[src/rtl/leaf_packet_rx_if.sv]
// Purpose: BFT-to-user receive bundle for leaf_packet_rx (packet in, per-port payload streams out).
// Latency: none, wires only.
// Backpressure: per-port ap_vld/ap_ack toward the user. There is no backpressure toward the BFT; credit pulses replace it.
// Signals: din_leaf_bft2interface (packet in), dout_leaf_interface2user / vld_interface2user / ack_user2interface
//          (per-port streams), credit_pulse, drop_count, err_seq (status).
// Modports: master = packet source plus user consumer side; slave = the depacketizer.
interface leaf_packet_rx_if #(
    parameter int PACKET_BITS  = 49,
    parameter int PAYLOAD_BITS = 32,
    parameter int NUM_PORTS    = 2
);
    logic [PACKET_BITS-1:0]            din_leaf_bft2interface;
    logic [NUM_PORTS*PAYLOAD_BITS-1:0] dout_leaf_interface2user;
    logic [NUM_PORTS-1:0]              vld_interface2user;
    logic [NUM_PORTS-1:0]              ack_user2interface;
    logic [NUM_PORTS-1:0]              credit_pulse;
    logic [15:0]                       drop_count;
    logic                              err_seq;

    modport master (
        output din_leaf_bft2interface, ack_user2interface,
        input  dout_leaf_interface2user, vld_interface2user, credit_pulse, drop_count, err_seq
    );

    modport slave (
        input  din_leaf_bft2interface, ack_user2interface,
        output dout_leaf_interface2user, vld_interface2user, credit_pulse, drop_count, err_seq
    );
endinterface

[src/rtl/leaf_packet_rx.sv]
// Purpose: leaf depacketizer. It checks the leaf address, strips the header and steers the payload into per-port FIFOs.
// Latency: 2 edges from din to vld (input register, then FIFO write). Pops run at 1 word/cycle per port.
// Backpressure: ap_vld/ap_ack per user port. None toward the BFT: an overflowing FIFO drops the word and counts it.
// Ports: clk_user (sole clock), reset (async, active-low), rx_if (leaf_packet_rx_if.slave).
// Packet fields: [48] valid, [47:43] dest leaf, [42:39] dest port, [38:32] sequence, [31:0] payload.
// Optional: define LEAF_RX_SEQ_CHECK_EN to enable the per-port sequence check that drives err_seq.
module leaf_packet_rx #(
    parameter int PACKET_BITS           = 49,
    parameter int PAYLOAD_BITS          = 32,
    parameter int NUM_LEAF_BITS         = 5,
    parameter int NUM_PORT_BITS         = 4,
    parameter int NUM_PORTS             = 2,
    parameter int LEAF_ID               = 0,
    parameter int FIFO_DEPTH_BITS       = 3,
    parameter int FREESPACE_UPDATE_SIZE = 4
) (
    input  logic               clk_user,
    input  logic               reset,
    leaf_packet_rx_if.slave    rx_if
);
    localparam int DEPTH    = 1 << FIFO_DEPTH_BITS;
    localparam int PTR_W    = FIFO_DEPTH_BITS + 1;
    localparam int CNT_W    = $clog2(FREESPACE_UPDATE_SIZE + 1);
    localparam int SEQ_LSB  = PAYLOAD_BITS;
    localparam int PORT_LSB = SEQ_LSB + 7;
    localparam int LEAF_LSB = PORT_LSB + NUM_PORT_BITS;

    // State
    logic [PACKET_BITS-1:0]                          din_q, din_d;
    logic [NUM_PORTS-1:0][DEPTH-1:0][PAYLOAD_BITS-1:0] mem_q, mem_d;
    logic [NUM_PORTS-1:0][PTR_W-1:0]                 wr_ptr_q, wr_ptr_d;
    logic [NUM_PORTS-1:0][PTR_W-1:0]                 rd_ptr_q, rd_ptr_d;
    logic [NUM_PORTS-1:0][CNT_W-1:0]                 pop_cnt_q, pop_cnt_d;
    logic [NUM_PORTS-1:0]                            credit_q, credit_d;
    logic [15:0]                                     drop_q, drop_d;

    // Decode of the registered packet
    logic                     pkt_vld;
    logic [NUM_LEAF_BITS-1:0] pkt_leaf;
    logic [NUM_PORT_BITS-1:0] pkt_port;
    logic [6:0]               pkt_seq;
    logic [PAYLOAD_BITS-1:0]  pkt_payload;
    logic                     leaf_hit;
    logic                     port_ok;
    logic                     accept;

    logic [NUM_PORTS-1:0] empty;
    logic [NUM_PORTS-1:0] full;
    logic [NUM_PORTS-1:0] pop;
    logic [NUM_PORTS-1:0] wr_sel;
    logic [NUM_PORTS-1:0] wr_en;
    logic                 overflow;
    logic                 drop_ev;
    logic [NUM_PORTS*PAYLOAD_BITS-1:0] dout;

    assign pkt_vld     = din_q[PACKET_BITS-1];
    assign pkt_leaf    = din_q[LEAF_LSB +: NUM_LEAF_BITS];
    assign pkt_port    = din_q[PORT_LSB +: NUM_PORT_BITS];
    assign pkt_seq     = din_q[SEQ_LSB +: 7];
    assign pkt_payload = din_q[PAYLOAD_BITS-1:0];

    assign leaf_hit = pkt_vld && (pkt_leaf == NUM_LEAF_BITS'(LEAF_ID));
    assign port_ok  = (pkt_port < NUM_PORT_BITS'(NUM_PORTS));
    assign accept   = leaf_hit && port_ok;

    // FIFO status and write steering. A full FIFO that pops in the same cycle
    // frees the head slot at that edge, so the write can still go in.
    always_comb begin
        empty    = '0;
        full     = '0;
        pop      = '0;
        wr_sel   = '0;
        wr_en    = '0;
        overflow = 1'b0;
        for (int i = 0; i < NUM_PORTS; i++) begin
            empty[i]  = (wr_ptr_q[i] == rd_ptr_q[i]);
            full[i]   = (wr_ptr_q[i][PTR_W-1] != rd_ptr_q[i][PTR_W-1]) &&
                        (wr_ptr_q[i][FIFO_DEPTH_BITS-1:0] == rd_ptr_q[i][FIFO_DEPTH_BITS-1:0]);
            pop[i]    = !empty[i] && rx_if.ack_user2interface[i];
            wr_sel[i] = accept && (pkt_port == NUM_PORT_BITS'(i));
            wr_en[i]  = wr_sel[i] && (!full[i] || pop[i]);
            if (wr_sel[i] && full[i] && !pop[i]) begin
                overflow = 1'b1;
            end
        end
    end

    // Next state for the FIFOs and the credit counters
    always_comb begin
        din_d     = rx_if.din_leaf_bft2interface;
        mem_d     = mem_q;
        wr_ptr_d  = wr_ptr_q;
        rd_ptr_d  = rd_ptr_q;
        pop_cnt_d = pop_cnt_q;
        credit_d  = '0;
        for (int i = 0; i < NUM_PORTS; i++) begin
            if (wr_en[i]) begin
                mem_d[i][wr_ptr_q[i][FIFO_DEPTH_BITS-1:0]] = pkt_payload;
                wr_ptr_d[i] = wr_ptr_q[i] + PTR_W'(1);
            end
            if (pop[i]) begin
                rd_ptr_d[i] = rd_ptr_q[i] + PTR_W'(1);
                // Pulse one credit for each FREESPACE_UPDATE_SIZE words the user consumes.
                if (pop_cnt_q[i] == CNT_W'(FREESPACE_UPDATE_SIZE - 1)) begin
                    pop_cnt_d[i] = '0;
                    credit_d[i]  = 1'b1;
                end else begin
                    pop_cnt_d[i] = pop_cnt_q[i] + CNT_W'(1);
                end
            end
        end
    end

    // Drops: valid packets for this leaf with a port number out of range, or writes into a full, non-popping FIFO.
    // Packets for another leaf are not ours and are ignored without counting.
    assign drop_ev = (leaf_hit && !port_ok) || overflow;

    always_comb begin
        drop_d = drop_q;
        if (drop_ev && (drop_q != 16'hFFFF)) begin
            drop_d = drop_q + 16'd1;
        end
    end

    always_ff @(posedge clk_user or negedge reset) begin
        if (!reset) begin
            din_q     <= '0;
            mem_q     <= '0;
            wr_ptr_q  <= '0;
            rd_ptr_q  <= '0;
            pop_cnt_q <= '0;
            credit_q  <= '0;
            drop_q    <= '0;
        end else begin
            din_q     <= din_d;
            mem_q     <= mem_d;
            wr_ptr_q  <= wr_ptr_d;
            rd_ptr_q  <= rd_ptr_d;
            pop_cnt_q <= pop_cnt_d;
            credit_q  <= credit_d;
            drop_q    <= drop_d;
        end
    end

    // Head word is forced to zero while a port is empty, so dout never shows stale data.
    always_comb begin
        dout = '0;
        for (int i = 0; i < NUM_PORTS; i++) begin
            if (!empty[i]) begin
                dout[i*PAYLOAD_BITS +: PAYLOAD_BITS] = mem_q[i][rd_ptr_q[i][FIFO_DEPTH_BITS-1:0]];
            end
        end
    end

    assign rx_if.dout_leaf_interface2user = dout;
    assign rx_if.vld_interface2user       = ~empty;
    assign rx_if.credit_pulse             = credit_q;
    assign rx_if.drop_count               = drop_q;

`ifdef LEAF_RX_SEQ_CHECK_EN
    logic [NUM_PORTS-1:0][6:0] exp_seq_q, exp_seq_d;
    logic                      err_q, err_d;

    // Every packet steered to a port advances that port's expected sequence, even if the FIFO drops it.
    // The expected value resyncs to received+1, so one gap flags the error only once.
    always_comb begin
        exp_seq_d = exp_seq_q;
        err_d     = err_q;
        for (int i = 0; i < NUM_PORTS; i++) begin
            if (wr_sel[i]) begin
                if (pkt_seq != exp_seq_q[i]) begin
                    err_d = 1'b1;
                end
                exp_seq_d[i] = pkt_seq + 7'd1;
            end
        end
    end

    always_ff @(posedge clk_user or negedge reset) begin
        if (!reset) begin
            exp_seq_q <= '0;
            err_q     <= 1'b0;
        end else begin
            exp_seq_q <= exp_seq_d;
            err_q     <= err_d;
        end
    end

    assign rx_if.err_seq = err_q;
`else
    logic unused_seq;
    assign unused_seq    = ^pkt_seq;
    assign rx_if.err_seq = 1'b0;
`endif
endmodule

[src/flat_wrapper.sv]
// flat-port wrapper written by rule: the top's interface ports become plain ports
module leaf_packet_rx_flat 
#(
    parameter int PACKET_BITS           = 49,
    parameter int PAYLOAD_BITS          = 32,
    parameter int NUM_LEAF_BITS         = 5,
    parameter int NUM_PORT_BITS         = 4,
    parameter int NUM_PORTS             = 2,
    parameter int LEAF_ID               = 0,
    parameter int FIFO_DEPTH_BITS       = 3,
    parameter int FREESPACE_UPDATE_SIZE = 4
)
  (clk_user, reset, rx_if_din_leaf_bft2interface, rx_if_ack_user2interface, rx_if_dout_leaf_interface2user, rx_if_vld_interface2user, rx_if_credit_pulse, rx_if_drop_count, rx_if_err_seq);
  leaf_packet_rx_if #(.PACKET_BITS(PACKET_BITS), .PAYLOAD_BITS(PAYLOAD_BITS), .NUM_PORTS(NUM_PORTS)) rx_if_i ();
  input  logic clk_user;
  input  logic reset;
  input wire logic [$bits(rx_if_i.din_leaf_bft2interface)-1:0] rx_if_din_leaf_bft2interface;
  input wire logic [$bits(rx_if_i.ack_user2interface)-1:0] rx_if_ack_user2interface;
  output wire logic [$bits(rx_if_i.dout_leaf_interface2user)-1:0] rx_if_dout_leaf_interface2user;
  output wire logic [$bits(rx_if_i.vld_interface2user)-1:0] rx_if_vld_interface2user;
  output wire logic [$bits(rx_if_i.credit_pulse)-1:0] rx_if_credit_pulse;
  output wire logic [$bits(rx_if_i.drop_count)-1:0] rx_if_drop_count;
  output wire logic [$bits(rx_if_i.err_seq)-1:0] rx_if_err_seq;
  assign rx_if_i.din_leaf_bft2interface = rx_if_din_leaf_bft2interface;
  assign rx_if_i.ack_user2interface = rx_if_ack_user2interface;
  assign rx_if_dout_leaf_interface2user = rx_if_i.dout_leaf_interface2user;
  assign rx_if_vld_interface2user = rx_if_i.vld_interface2user;
  assign rx_if_credit_pulse = rx_if_i.credit_pulse;
  assign rx_if_drop_count = rx_if_i.drop_count;
  assign rx_if_err_seq = rx_if_i.err_seq;
  leaf_packet_rx #(.PACKET_BITS(PACKET_BITS), .PAYLOAD_BITS(PAYLOAD_BITS), .NUM_LEAF_BITS(NUM_LEAF_BITS), .NUM_PORT_BITS(NUM_PORT_BITS), .NUM_PORTS(NUM_PORTS), .LEAF_ID(LEAF_ID), .FIFO_DEPTH_BITS(FIFO_DEPTH_BITS), .FREESPACE_UPDATE_SIZE(FREESPACE_UPDATE_SIZE)) u_core (.clk_user(clk_user), .reset(reset), .rx_if(rx_if_i));
endmodule
[config.mk]
export PLATFORM = sky130hd
export DESIGN_NAME = leaf_packet_rx_flat
export DESIGN_NICKNAME = d
export VERILOG_FILES = /design/src/rtl/leaf_packet_rx_if.sv /design/src/rtl/leaf_packet_rx.sv /design/src/flat_wrapper.sv
export SDC_FILE = /design/constraint.sdc
export NUM_CORES = 1
export LEC_CHECK = 0
export CORE_ASPECT_RATIO = 0.9
export CORE_MARGIN = 2
export CORE_UTILIZATION = 52
export CTS_CLUSTER_DIAMETER = 120
export CTS_CLUSTER_SIZE = 28
export DETAILED_ROUTE_END_ITERATION = 6
export GPL_ROUTABILITY_DRIVEN = 1
export PLACE_DENSITY = 0.71
export SLEW_MARGIN = 25
export SYNTH_ARGS = -nofsm -noshare
export SYNTH_HDL_FRONTEND = slang
export SYNTH_SLANG_ARGS = --single-unit
export TNS_END_PERCENT = 100
[constraint.sdc]
create_clock -name clk_user -period 2.7 [get_ports clk_user]
set_input_delay 0.54 -clock clk_user [delete_from_list [all_inputs] [get_ports clk_user]]
set_output_delay 0.54 -clock clk_user [all_outputs]
set_load 0.05 [all_outputs]
==> impl_metrics.tcl <==
set metrics [dict create \
    status "finished with violations" \
    max_freq_ghz 0.3333 \
    final_nets 1908 \
    final_cells 2533 \
    h-tree-depth 1 \
    clock_latency_ns 0.59 \
    worst_setup_path_start_kind "flop" \
    p_per_area_nw_per_um2 597.5 \
    std_cell_rows 78 \
    die_h_um 217.3 \
    grt.met1_usage_pct 34.44 \
    synth_async_sr_flop_share_pct 100.0 \
    syn_avg_cell_area_um2 15.88 \
    use_met2_pct 39.98 \
    core-area_um2 50160 \
    grt-ovfl-total 0 \
    drive_gt1_share_pct 52.73 \
    port_buffers 129 \
    num-fill-cells 3446 \
    violations "negative setup slack" \
    ir_drop_uv 506.5 \
    die-area_um2 52370 \
    synth_nets 1715 \
    synth_cell_types 48 \
    drt.antenna.violating_nets 0 \
    avgViaCountPerCell 5.954 \
    initial_core_util_pct 52.40 \
    crit_path_max_incr_delay_ns 0.52 \
    finalCritPeriodShare_pct 111.1 \
    clk_path_buf_depth 3 \
    leakage_nw 15.60 \
    setup_tns_ns -21.54 \
    use_met3_pct 2.169 \
    worstSetupEndpointType "output port" \
    synth-edff-count 0 \
    gp_congestion 0.7496 \
    num_vias 15080 \
    drc 0 \
    final-max-slew-violation-count 0 \
    whs_path_depth 1 \
    syn_to_final_growth_pct 24.70 \
    synthTopCellsByArea "dfrtp_1 57%, mux2_2 17%, mux4_2 11%" \
    yosysWarnings 0 \
    fin_crit_ns 3.000 \
    muxShareOfSynthArea_pct 36.01 \
    place_area_um2 29070 \
    wl_per_cell_um 26.37 \
    die_w_um 241 \
    critPathKind "flop to output port" \
    cts-root-buf "clkbuf_16" \
    worstPathCellList "buf_8 -> buf_6 -> xor2_1 -> nor3_2 -> and2_4 -> clkbuf_16 -> nor2_2 -> buf_4" \
    grt_usage_pct 23.69 \
    crit_required_ns 2.16 \
    synthCells 1655 \
    skew_ns 0.03433 \
    setup_viol 204 \
    first_pass_iters 4 \
    cts_tree "yes" \
    report.final.hold_viol_count 0 \
    syn_area_um2 26290 \
    yosys.area_share.simple_pct 3.156 \
    rsz0062_at_grt "true" \
    crit_arrival_ns 2.46 \
    yosysSeqAreaShare_pct 56.54 \
    finalInstanceArea_um2 32780 \
    synth_fa_ha_area_share_pct 0.3332 \
    ys_ff_latch 594 \
    post-route-util_pct 65.35 \
    synth_top_family_by_area "multiplexers" \
    synth_top_flop_cell "dfrtp_1" \
    dp_hpwl_mm 36.58 \
    cts_buffers 25 \
    grt_antenna_before_repair 1 \
    synth_xor_area_share_pct 1.133 \
    slew_headroom_pct 46.77 \
    grt_pass1_wl_mm 94.96 \
    worstPathMaxFanout 8 \
    synth_common_cells "594 x dfrtp_1, 397 x mux2_2, 128 x mux4_2" \
    clkSinkCount 594 \
    synth_top_area_cell "dfrtp_1" \
    routed_wl_mm 66.81 \
    dp.cells 2418 \
    synth.most_common_cell "dfrtp_1" \
    clkSlewWorstSetupHoldPaths_ns 0.11 \
    synth_top_area_share_pct 56.54 \
    register_area_um2 14880 \
    multi_input_area_um2 12120 \
    grt_pass1_vias 15780 \
    grt_max_degree 79 \
    top_level_ports 138 \
    reg2reg_depth 8 \
    setup_slack_ns -0.3002 \
    grt_busiest_layer "met2" \
    synth-compound-area-share_pct 0.4617 \
    drt_iter0_drc 1048 \
    cap_violations 0 \
    crit_path_top_delay_cell "dfrtp_4" \
    worst_slew_pin_slew_ns 0.7984 \
    hp-class "input pin to flop" \
]
==> final timing paths <==
path	slack (ns)	to	start
max in group asynchronous	1.27	u_core.mem_q[216]	reset
worst max-delay path	-0.30	rx_if_dout_leaf_interface2user[17]	u_core.rd_ptr_q[0]
min in group asynchronous	0.43	u_core.rx_if.drop_count[8]	reset
worst max register to register	-0.10	u_core.mem_q[324]	u_core.din_q[46]
worst min register to register	0.49	u_core.pop_cnt_q[4]	u_core.pop_cnt_q[4]
worst min-delay path	0.37	u_core.din_q[7]	rx_if_din_leaf_bft2interface[7]
==> stage by stage <==
step	hold slack, ns	total power [W]	setup WS (ns)
after floorplan	0.2444	0.01200	0.04968
after global placement	0.4629	0.01342	-0.06081
after detailed placement	0.4749	0.01346	-0.1097
after CTS	0.3415	0.01896	-0.3168
after global routing	0.3479	0.02032	-0.3989
final	0.3662	0.01959	-0.3002
==> what timing repair did <==
item                                    4_1_cts  5_1_grt
gates cloned                                 14       31
hold buffers                                  1        0
endpoints found under the setup margin      354      328
buffers inserted                             26       18
pin swaps                                     7       29
gates resized for setup                     172      242
hold endpoints to repair                     42        0
==> power breakdown <==
part / total [W] / internal (W) / switching (W)
Clock: 0.00447 / 0.00172 / 0.00275
Combinational: 0.00574 / 0.00283 / 0.00292
Sequential: 0.00937 / 0.00908 / 0.000290
==> placed cells by master (no fill, tap or decap), types with 49 or more instances in the layout <==
cell / n
dfrtp_1: 588
mux2_2: 279
mux2_4: 151
mux4_2: 128
mux2_1: 88
buf_6: 74
clkdlybuf4s50_1: 62
buf_12: 59
clkbuf_16: 49
buf_4: 49
==> logic make-up (layout without fill, tap and decap cells) <==
family	count (synthesis)	after routing
fa+ha+maj	7	7
compound gates	11	12
other cells	1	3
simple gates	156	156
mux	710	710
buf+inv	142	337
xor+xnor	34	34
flops	594	594
==> sequential cells by signal (all words and copies together) (netlist names) <==
name,flops
u_core.rx_if.drop_count,16
u_core.din_q,42
u_core.mem_q,512
u_core.pop_cnt_q,6
u_core.rx_if.credit_pulse,2
u_core.wr_ptr_q,8
u_core.rd_ptr_q,8
==> area by class of cell <==
cell class	count	share of cell area, %
Clock inverter	1	0.09161
Inverter	7	0.1260
Multi-Input combinational cell	920	36.97
Antenna cell	2	0.01527
Timing Repair Buffer	300	12.86
Clock buffer	29	1.954
Tap cell	680	2.596
Sequential cell	594	45.38
==> metal layers <==
metal	routed length, um	vias up
met4	1581	0
li1	-	6407
met2	33830	281
met5	0	-
met3	1923	76
met1	29470	8317
==> worst max-delay path: cells and delay by family (launching register included) <==
kind                   cells  cell delay [ns]
XOR/XNOR                   1             0.15
flip-flops                 1             0.52
buffers and inverters      4             0.66
AND/OR/NAND/NOR            3             0.52
No activity file was read; power rests on OpenSTA's default activity.
